$ cat config.mk
export PLATFORM = sky130hd
export DESIGN_NAME = laundry_scheduler
export DESIGN_NICKNAME = d
export VERILOG_FILES = /design/src/rtl/laundry_scheduler.sv
export SDC_FILE = /design/constraint.sdc
export NUM_CORES = 1
export LEC_CHECK = 0
export CAP_MARGIN = 20
export CORE_MARGIN = 2
export CORE_UTILIZATION = 50
export CTS_BUF_LIST = sky130_fd_sc_hd__clkbuf_8
export DETAILED_ROUTE_END_ITERATION = 6
export GPL_TIMING_DRIVEN = 0
export HOLD_SLACK_MARGIN = 0.12
export PLACE_DENSITY = 0.76
export SLEW_MARGIN = 5
export SYNTH_ARGS = -nofsm -noshare
export SYNTH_HDL_FRONTEND = slang
export SYNTH_SLANG_ARGS = --single-unit
export TNS_END_PERCENT = 5
$ cat constraint.sdc
create_clock -name clk -period 2.29 [get_ports clk]
set_input_delay 0.3435 -clock clk [delete_from_list [all_inputs] [get_ports clk]]
set_output_delay 0.3435 -clock clk [all_outputs]
set_load 0.005 [all_outputs]
$ cat src/rtl/laundry_scheduler.sv
// Round-robin scheduler sharing one washer and one laundry carrier among four floors.
// Latches floor requests, dispatches the carrier, runs the wash and reports completion.
module laundry_scheduler #(
  parameter int LOAD_CYCLES  = 4,
  parameter int MOVE_TIMEOUT = 64
) (
  input  logic       clk,
  input  logic       reset,
  input  logic       start,
  input  logic [3:0] req_laundry,
  input  logic [2:0] at_floor,
  input  logic       wash_done,
  output logic       move_req,
  output logic [2:0] target_floor,
  output logic       wash_start,
  output logic [3:0] grant,
  output logic       serve_done,
  output logic [3:0] pending,
  output logic       busy,
  output logic       fault
);

  typedef enum logic [2:0] {
    S_IDLE,
    S_ARB,
    S_PICKUP,
    S_LOAD,
    S_HOME,
    S_WASH,
    S_FAULT
  } state_t;

  localparam logic [15:0] L_MOVE_TIMEOUT = 16'(MOVE_TIMEOUT);
  localparam logic [7:0]  L_LOAD_LAST    = 8'(LOAD_CYCLES - 1);

  state_t      r_state;
  logic [3:0]  r_pending;
  logic [3:0]  r_grant;
  logic [1:0]  r_idx;
  logic [1:0]  r_rr;
  logic        r_move_req;
  logic [2:0]  r_target;
  logic        r_wash_start;
  logic        r_serve_done;
  logic        r_fault;
  logic [15:0] r_move_cnt;
  logic [7:0]  r_load_cnt;

  state_t      w_state_nx;
  logic [3:0]  w_grant_nx;
  logic [1:0]  w_idx_nx;
  logic [1:0]  w_rr_nx;
  logic        w_move_req_nx;
  logic [2:0]  w_target_nx;
  logic        w_wash_start_nx;
  logic        w_serve_done_nx;
  logic        w_fault_nx;
  logic [15:0] w_move_cnt_nx;
  logic [7:0]  w_load_cnt_nx;
  logic [3:0]  w_clr;

  logic        w_found;
  logic [1:0]  w_sel_idx;
  logic [3:0]  w_sel_onehot;
  logic [15:0] w_move_inc;
  logic        w_move_expired;

  // Round-robin search: first pending bit at or above r_rr, wrapping 3 -> 0.
  // NOTE: every variable written in always_comb gets a default first so no latch is inferred.
  always_comb begin
    w_found   = 1'b0;
    w_sel_idx = r_rr;
    for (int k = 0; k < 4; k++) begin
      if (!w_found && r_pending[r_rr + 2'(k)]) begin
        w_found   = 1'b1;
        w_sel_idx = r_rr + 2'(k);
      end
    end
  end

  assign w_sel_onehot   = 4'b0001 << w_sel_idx;
  assign w_move_inc     = (r_move_cnt >= L_MOVE_TIMEOUT) ? r_move_cnt : r_move_cnt + 16'd1;
  assign w_move_expired = (w_move_inc >= L_MOVE_TIMEOUT);

  always_comb begin
    w_state_nx      = r_state;
    w_grant_nx      = r_grant;
    w_idx_nx        = r_idx;
    w_rr_nx         = r_rr;
    w_move_req_nx   = r_move_req;
    w_target_nx     = r_target;
    w_wash_start_nx = 1'b0;
    w_serve_done_nx = 1'b0;
    w_fault_nx      = r_fault;
    w_move_cnt_nx   = r_move_cnt;
    w_load_cnt_nx   = r_load_cnt;
    w_clr           = 4'b0000;

    unique case (r_state)
      S_IDLE: begin
        if (start && (r_pending != 4'b0000)) w_state_nx = S_ARB;
      end
      S_ARB: begin
        if (w_found) begin
          w_clr         = w_sel_onehot;
          w_grant_nx    = w_sel_onehot;
          w_idx_nx      = w_sel_idx;
          w_move_req_nx = 1'b1;
          w_target_nx   = {1'b0, w_sel_idx} + 3'd1;
          w_state_nx    = S_PICKUP;
        end else begin
          w_state_nx = S_IDLE;
        end
      end
      S_PICKUP: begin
        if (at_floor == r_target) begin
          w_move_req_nx = 1'b0;
          w_state_nx    = S_LOAD;
        end else if (w_move_expired) begin
          w_state_nx = S_FAULT;
        end else begin
          w_move_cnt_nx = w_move_inc;
        end
      end
      S_LOAD: begin
        if (r_load_cnt == L_LOAD_LAST) begin
          w_target_nx   = 3'd0;
          w_move_req_nx = 1'b1;
          w_state_nx    = S_HOME;
        end else begin
          w_load_cnt_nx = r_load_cnt + 8'd1;
        end
      end
      S_HOME: begin
        if (at_floor == 3'd0) begin
          w_move_req_nx   = 1'b0;
          w_wash_start_nx = 1'b1;
          w_state_nx      = S_WASH;
        end else if (w_move_expired) begin
          w_state_nx = S_FAULT;
        end else begin
          w_move_cnt_nx = w_move_inc;
        end
      end
      S_WASH: begin
        if (wash_done) begin
          w_serve_done_nx = 1'b1;
          w_rr_nx         = r_idx + 2'd1;
          w_grant_nx      = 4'b0000;
          w_state_nx      = S_IDLE;
        end
      end
      S_FAULT: begin
        w_state_nx = S_FAULT;
      end
      default: begin
        w_state_nx = S_IDLE;
      end
    endcase

    if (w_state_nx == S_FAULT) begin
      w_move_req_nx   = 1'b0;
      w_wash_start_nx = 1'b0;
      w_grant_nx      = 4'b0000;
      w_fault_nx      = 1'b1;
    end

    // Both counters restart whenever the state changes.
    if (w_state_nx != r_state) begin
      w_move_cnt_nx = 16'd0;
      w_load_cnt_nx = 8'd0;
    end
  end

  // NOTE: sequential state uses non-blocking assignments so every register samples pre-edge values.
  always_ff @(posedge clk or negedge reset) begin
    if (!reset) begin
      r_state      <= S_IDLE;
      r_pending    <= 4'b0000;
      r_grant      <= 4'b0000;
      r_idx        <= 2'd0;
      r_rr         <= 2'd0;
      r_move_req   <= 1'b0;
      r_target     <= 3'd0;
      r_wash_start <= 1'b0;
      r_serve_done <= 1'b0;
      r_fault      <= 1'b0;
      r_move_cnt   <= 16'd0;
      r_load_cnt   <= 8'd0;
    end else begin
      r_state      <= w_state_nx;
      r_pending    <= (r_pending & ~w_clr) | req_laundry;
      r_grant      <= w_grant_nx;
      r_idx        <= w_idx_nx;
      r_rr         <= w_rr_nx;
      r_move_req   <= w_move_req_nx;
      r_target     <= w_target_nx;
      r_wash_start <= w_wash_start_nx;
      r_serve_done <= w_serve_done_nx;
      r_fault      <= w_fault_nx;
      r_move_cnt   <= w_move_cnt_nx;
      r_load_cnt   <= w_load_cnt_nx;
    end
  end

  assign move_req     = r_move_req;
  assign target_floor = r_target;
  assign wash_start   = r_wash_start;
  assign grant        = r_grant;
  assign serve_done   = r_serve_done;
  assign pending      = r_pending;
  assign busy         = (r_state != S_IDLE) && (r_state != S_FAULT);
  assign fault        = r_fault;

endmodule

Word level (Yosys, flattened, before mapping)
Cells that the tools add are included.
Operators by class
  add/sub/neg operators: 7
  $mul: 0
  div/mod/pow operators: 0
  order comparisons: 6
  equal/unequal tests: 21
  shift-type cells: 1
  mux-type cells: 52
  bitwise gates (word level): 3
  reduce and logical (&&, ||, !) cells: 24
Operators by type and width (count)
  16-bit two-way mux: 5
  16-bit by 7-bit >= comparator with 1-bit output (second input constant): 2
  16-bit case mux with 2 select lines: 1
  3-bit two-way mux: 8
  8-bit two-way mux: 3
  3-bit != test (second input constant): 8
  3-bit case mux with 7 select lines: 1
  4-bit two-way mux: 5
  1-bit two-way mux: 18
  16-bit by 1-bit adder with 16-bit output (second input constant): 1
  3-bit == test (second input constant): 4
  2-bit by 3-bit less-than comparator with 1-bit output (second input constant): 4
  3-bit AND reduction: 3
  3-bit nonzero test: 3
  8-bit by 1-bit adder with 8-bit output (second input constant): 1
  1-bit binary-select mux with 2-bit select: 4
  8-bit by 2-bit == test with 1-bit output (second input constant): 1
  2-bit two-way mux: 4
  4-bit case mux with 2 select lines: 1
  3-bit by 2-bit == test with 1-bit output (second input constant): 2
  3-bit zero test: 2
  3-bit case mux with 2 select lines: 1
  2-bit AND reduction: 3
  1-bit logical AND: 5
  other kinds (18): 24
Word-level totals
  flip-flop bits (word level): 46
  bits in latches: 0
  RAM bits: 0
  ROM bits: 0
  input bits: 11
  output and inout bits: 16
  word-level logic and storage cells: 126
  memories kept: 0

Longest topological paths before layout
  depth in word-level cells: 18
  depth in mapped cells: 8
  mapped depth without buffers: 8

Least setup slack after synthesis
Ideal clock, no wire load.
  path type: register to register
  start: register r_load_cnt[0]
  end: register r_move_req, in the netlist move_req
  library setup time: 149 ps
  data arrival time: 2014 ps
  required time: 2141 ps
  path slack: 127 ps
  cell stages (with the launch flop): 7
  path buffers: 0
  clock period less this slack: 2163 ps
  path through: dfrtp_1 -> ha_1 -> nor3b_1 -> a21oi_1 -> or4b_4 -> a211oi_4 -> a221oi_1
On the way
  longest elaborated chain between the ends: 6
  elaborated cells between the ends (all ways): 11
  classes of those cells: 6 x eq/ne; 3 x mux; 2 x reduce/logical
Ends and longest elaborated chain
  start: declaration: RTL line 47  | logic [7:0] r_load_cnt;
  start signal: assignment: RTL line 202  | r_load_cnt <= w_load_cnt_nx;
  8-bit by 2-bit == test with 1-bit output (*): RTL line 126  | if (r_load_cnt == L_LOAD_LAST) begin
  3-bit two-way mux (*): RTL line 126
  3-bit case mux with 7 select lines (*): RTL line 99  | unique case (r_state)
  named net w_state_nx[0]: RTL line 49  | state_t w_state_nx;
  3-bit == test (*): RTL line 161  | if (w_state_nx == S_FAULT) begin
  3-bit != test (no source line) or 5-bit nonzero test (tied branches)
  5-bit AND reduction (no source line)
  end signal: assignment: RTL line 196  | r_move_req <= w_move_req_nx;
  end: declaration: RTL line 41  | logic r_move_req;
The timed path passes the listed nets; every way through them passes the cells marked *.
A chain may end at the register's enable or synchronous reset.

Worst setup path after layout
Ends and elaborated chain as after synthesis.

==> metrics.csv <==
metric;value;unit
tightest_slew;0.518;ns
min_period;2.24;ns
dieArea;5180;sq um
period_share;97.8;%
pwr-share-seq;38.2;%
p_sw;1.08;mW
finalSetupViolations;0;
drc_errors;0;
crit_required;2.45;ns
die_h;72.0;um
syn_area;2310;sq um
powerDensity;1020;nW/um^2
htreeDepth;2;
cts_tree;built;
intPower;1.83;mW
cp_max_fo;6;
ys_seq_elements;46;
ys.flop_type;dfrtp_1;
core;4410;sq um
dr.first_iter.drc_count;92;
cap_violations;0;
slew_headroom;65.3;%
stdcell_area;2860;sq um
skew;0.00826;ns
clkSlewWorstSetupHoldPaths;0.09;ns
via_per_inst;5.50;
irDropWorstVdd;0.000571;V
fmax;0.446;GHz
synth_top_cell_by_area;dfrtp_1;
fin_util;64.9;%
cts.sinks;46;
die_w;72.0;um
antenna_found_initial;0;
io_buffer_count;26;
gp_congestion;0.827;
cp_cell_sequence;ha_1, nor3b_4, a21oi_2, or4b_4, a211oi_4, a221oi_1;
area_delta_synth_final;23.8;%
grt_usage;20.9;%
rsz0062_at_grt;yes;
num_vias;1815;
pwr-share-comb;40.9;%
path_class;register to register;
synth_fp_nets;257;
drive_above_1_share;12.6;%
drt_first_pass_iters;4;
grt.overflow.total;0;
grt_pass1_wl;8.43;mm
synth.area.top_cells;dfrtp_1 (50%), nand2_1 (4.4%), nor2_1 (4.4%), ha_1 (3.8%), inv_1 (3.4%);
stdcell_count;330;
avgSynthCellArea;9.67;sq um
hp-class;register to register;
synth_enable_flop_cells;0;
yosysTopAreaCellShare;49.8;%
critPathSlowestCell;or4b_4;
status;finished, final reports clean;
max_stage_delay;0.59;ns
ioPinCount;27;
end_kind;register;
grt_pass1_vias;1871;
netlist_instances;239;
cts_buffer_depth;2;
yosys_warnings;0;
startpoint_type;register;
dp.cells;318;
cts_inserted_buffers;5;
grt_max_degree;28;
final-hold-violation-count;0;
hpwl;3.43;mm
routed_wl;4.87;mm
power;2.91;mW
slew_viol_final;0;
final_common_cell;dfrtp_1;
switching_share;37.2;%
crit_arrival;2.40;ns
yosysSeqAreaShare;49.8;%
initial_core_util;52.4;%
synthArstFlopShare;100;%
postRouteAntennaNets;0;
insertion_delay;0.30;ns
clock_power_share;20.9;%
avgRoutedWirePerCell;14.8;um
p_leak;1.29;nW
dpl_cell_area;2650;sq um
diodes;0;
layout.nets;295;
synth_cell_types;49;
rows;24;
ctsRootBufferMaster;clkbuf_8;
final_cell_mix;dfrtp_1 (45), nand2_1 (27), nor2_1 (27), clkdlybuf4s50_1 (25), inv_1 (21);
-- routing by layer --
metal,vias up,global-route usage [%],part of all wire (%)
met4,0,8.81,1.8
met2,45,34.3,49
li1,889,-,-
met3,9,5.42,5.5
met1,872,26.4,43
met5,-,0,0
-- worst max-delay path: cells and delay by family (launching register included) --
family | cells | cell delay (ns)
compound gates | 3 | 0.58
fa+ha+maj | 1 | 0.21
flops | 1 | 0.42
simple gates | 2 | 0.89
-- synthesized netlist by cell type, types with 5 or more instances --
library cell and count:
xor2_1 6, nor3_1 5, o21ai_0 10, a21oi_1 12, inv_1 21, dfrtp_1 46, nor2_1 27, xnor2_1 6
nand2_1 27, ha_1 7, nand3_1 6, a21o_1 5
-- kinds of logic (layout without fill, tap and decap cells) --
family / Yosys count / in the layout / share of synthesized area, %
AOI/OAI and AO/OA: 46 / 46 / 13.4
xor gates and xnor gates: 12 / 12 / 4.55
adders and majority gates: 7 / 7 / 3.79
buffers and inverters: 28 / 67 / 5.03
DFF: 46 / 46 / 49.8
muxes: 2 / 2 / 0.866
and+or+nand+nor: 98 / 98 / 22.6
-- registers in the layout, indices dropped and copies added (netlist names), 2 cells and up --
| register | cells |
|---|---|
| r_move_cnt | 16 |
| r_load_cnt | 8 |
| grant | 4 |
| pending | 4 |
| r_state | 3 |
| target_floor | 3 |
| r_idx | 2 |
| r_rr | 2 |
-- final timing paths --
kind,end,start,depth (start not counted),slack (ns)
worst max register to register,move_req,r_load_cnt[0],6,0.05
max in group asynchronous,wash_start,reset,3,1.26
worst max-delay path,move_req,r_load_cnt[0],6,0.05
worst min register to register,fault,fault,1,0.48
min in group asynchronous,r_load_cnt[2],reset,2,0.53
worst min-delay path,fault,fault,1,0.48
-- power by group through the flow --
stage,Sequential (mW),Combinational [mW],Clock (mW)
2_1_floorplan,1.09,0.804,0
3_3_place_gp,1.11,1.11,0
3_5_place_dp,1.11,1.14,0
4_1_cts,1.11,1.16,0.624
5_1_grt,1.13,1.34,0.655
6_report,1.11,1.19,0.609
-- stage by stage --
step	setup TNS (ns)	hold slack (ns)	setup slack, ns
final	0	0.483	0.0501
after global routing	-0.466	0.508	-0.0492
after detailed placement	-4.80	0.323	-0.234
after CTS	0	0.490	0.000421
after global placement	-22.14	0.453	-0.389
after floorplan	0	0.0479	0.127
-- repair_timing --
action                                 4_1_cts  5_1_grt
setup endpoints to repair                   16       30
hold buffers                                 1        0
endpoints found under the hold margin       19        0
pin swaps                                    1        2
setup buffers                                0        3
resized for setup                            4       10
-- cell type report --
cell class,instances,area [sq um]
Inverter,22,82.6
Timing Repair Buffer,31,308
Clock inverter,3,45.0
Fill cell,368,1550
Tap cell,52,65.1
Buffer,6,36.3
Sequential cell,46,1150
Multi-Input combinational cell,165,1100
Clock buffer,5,68.8
(Power assumes the default switching activity.)
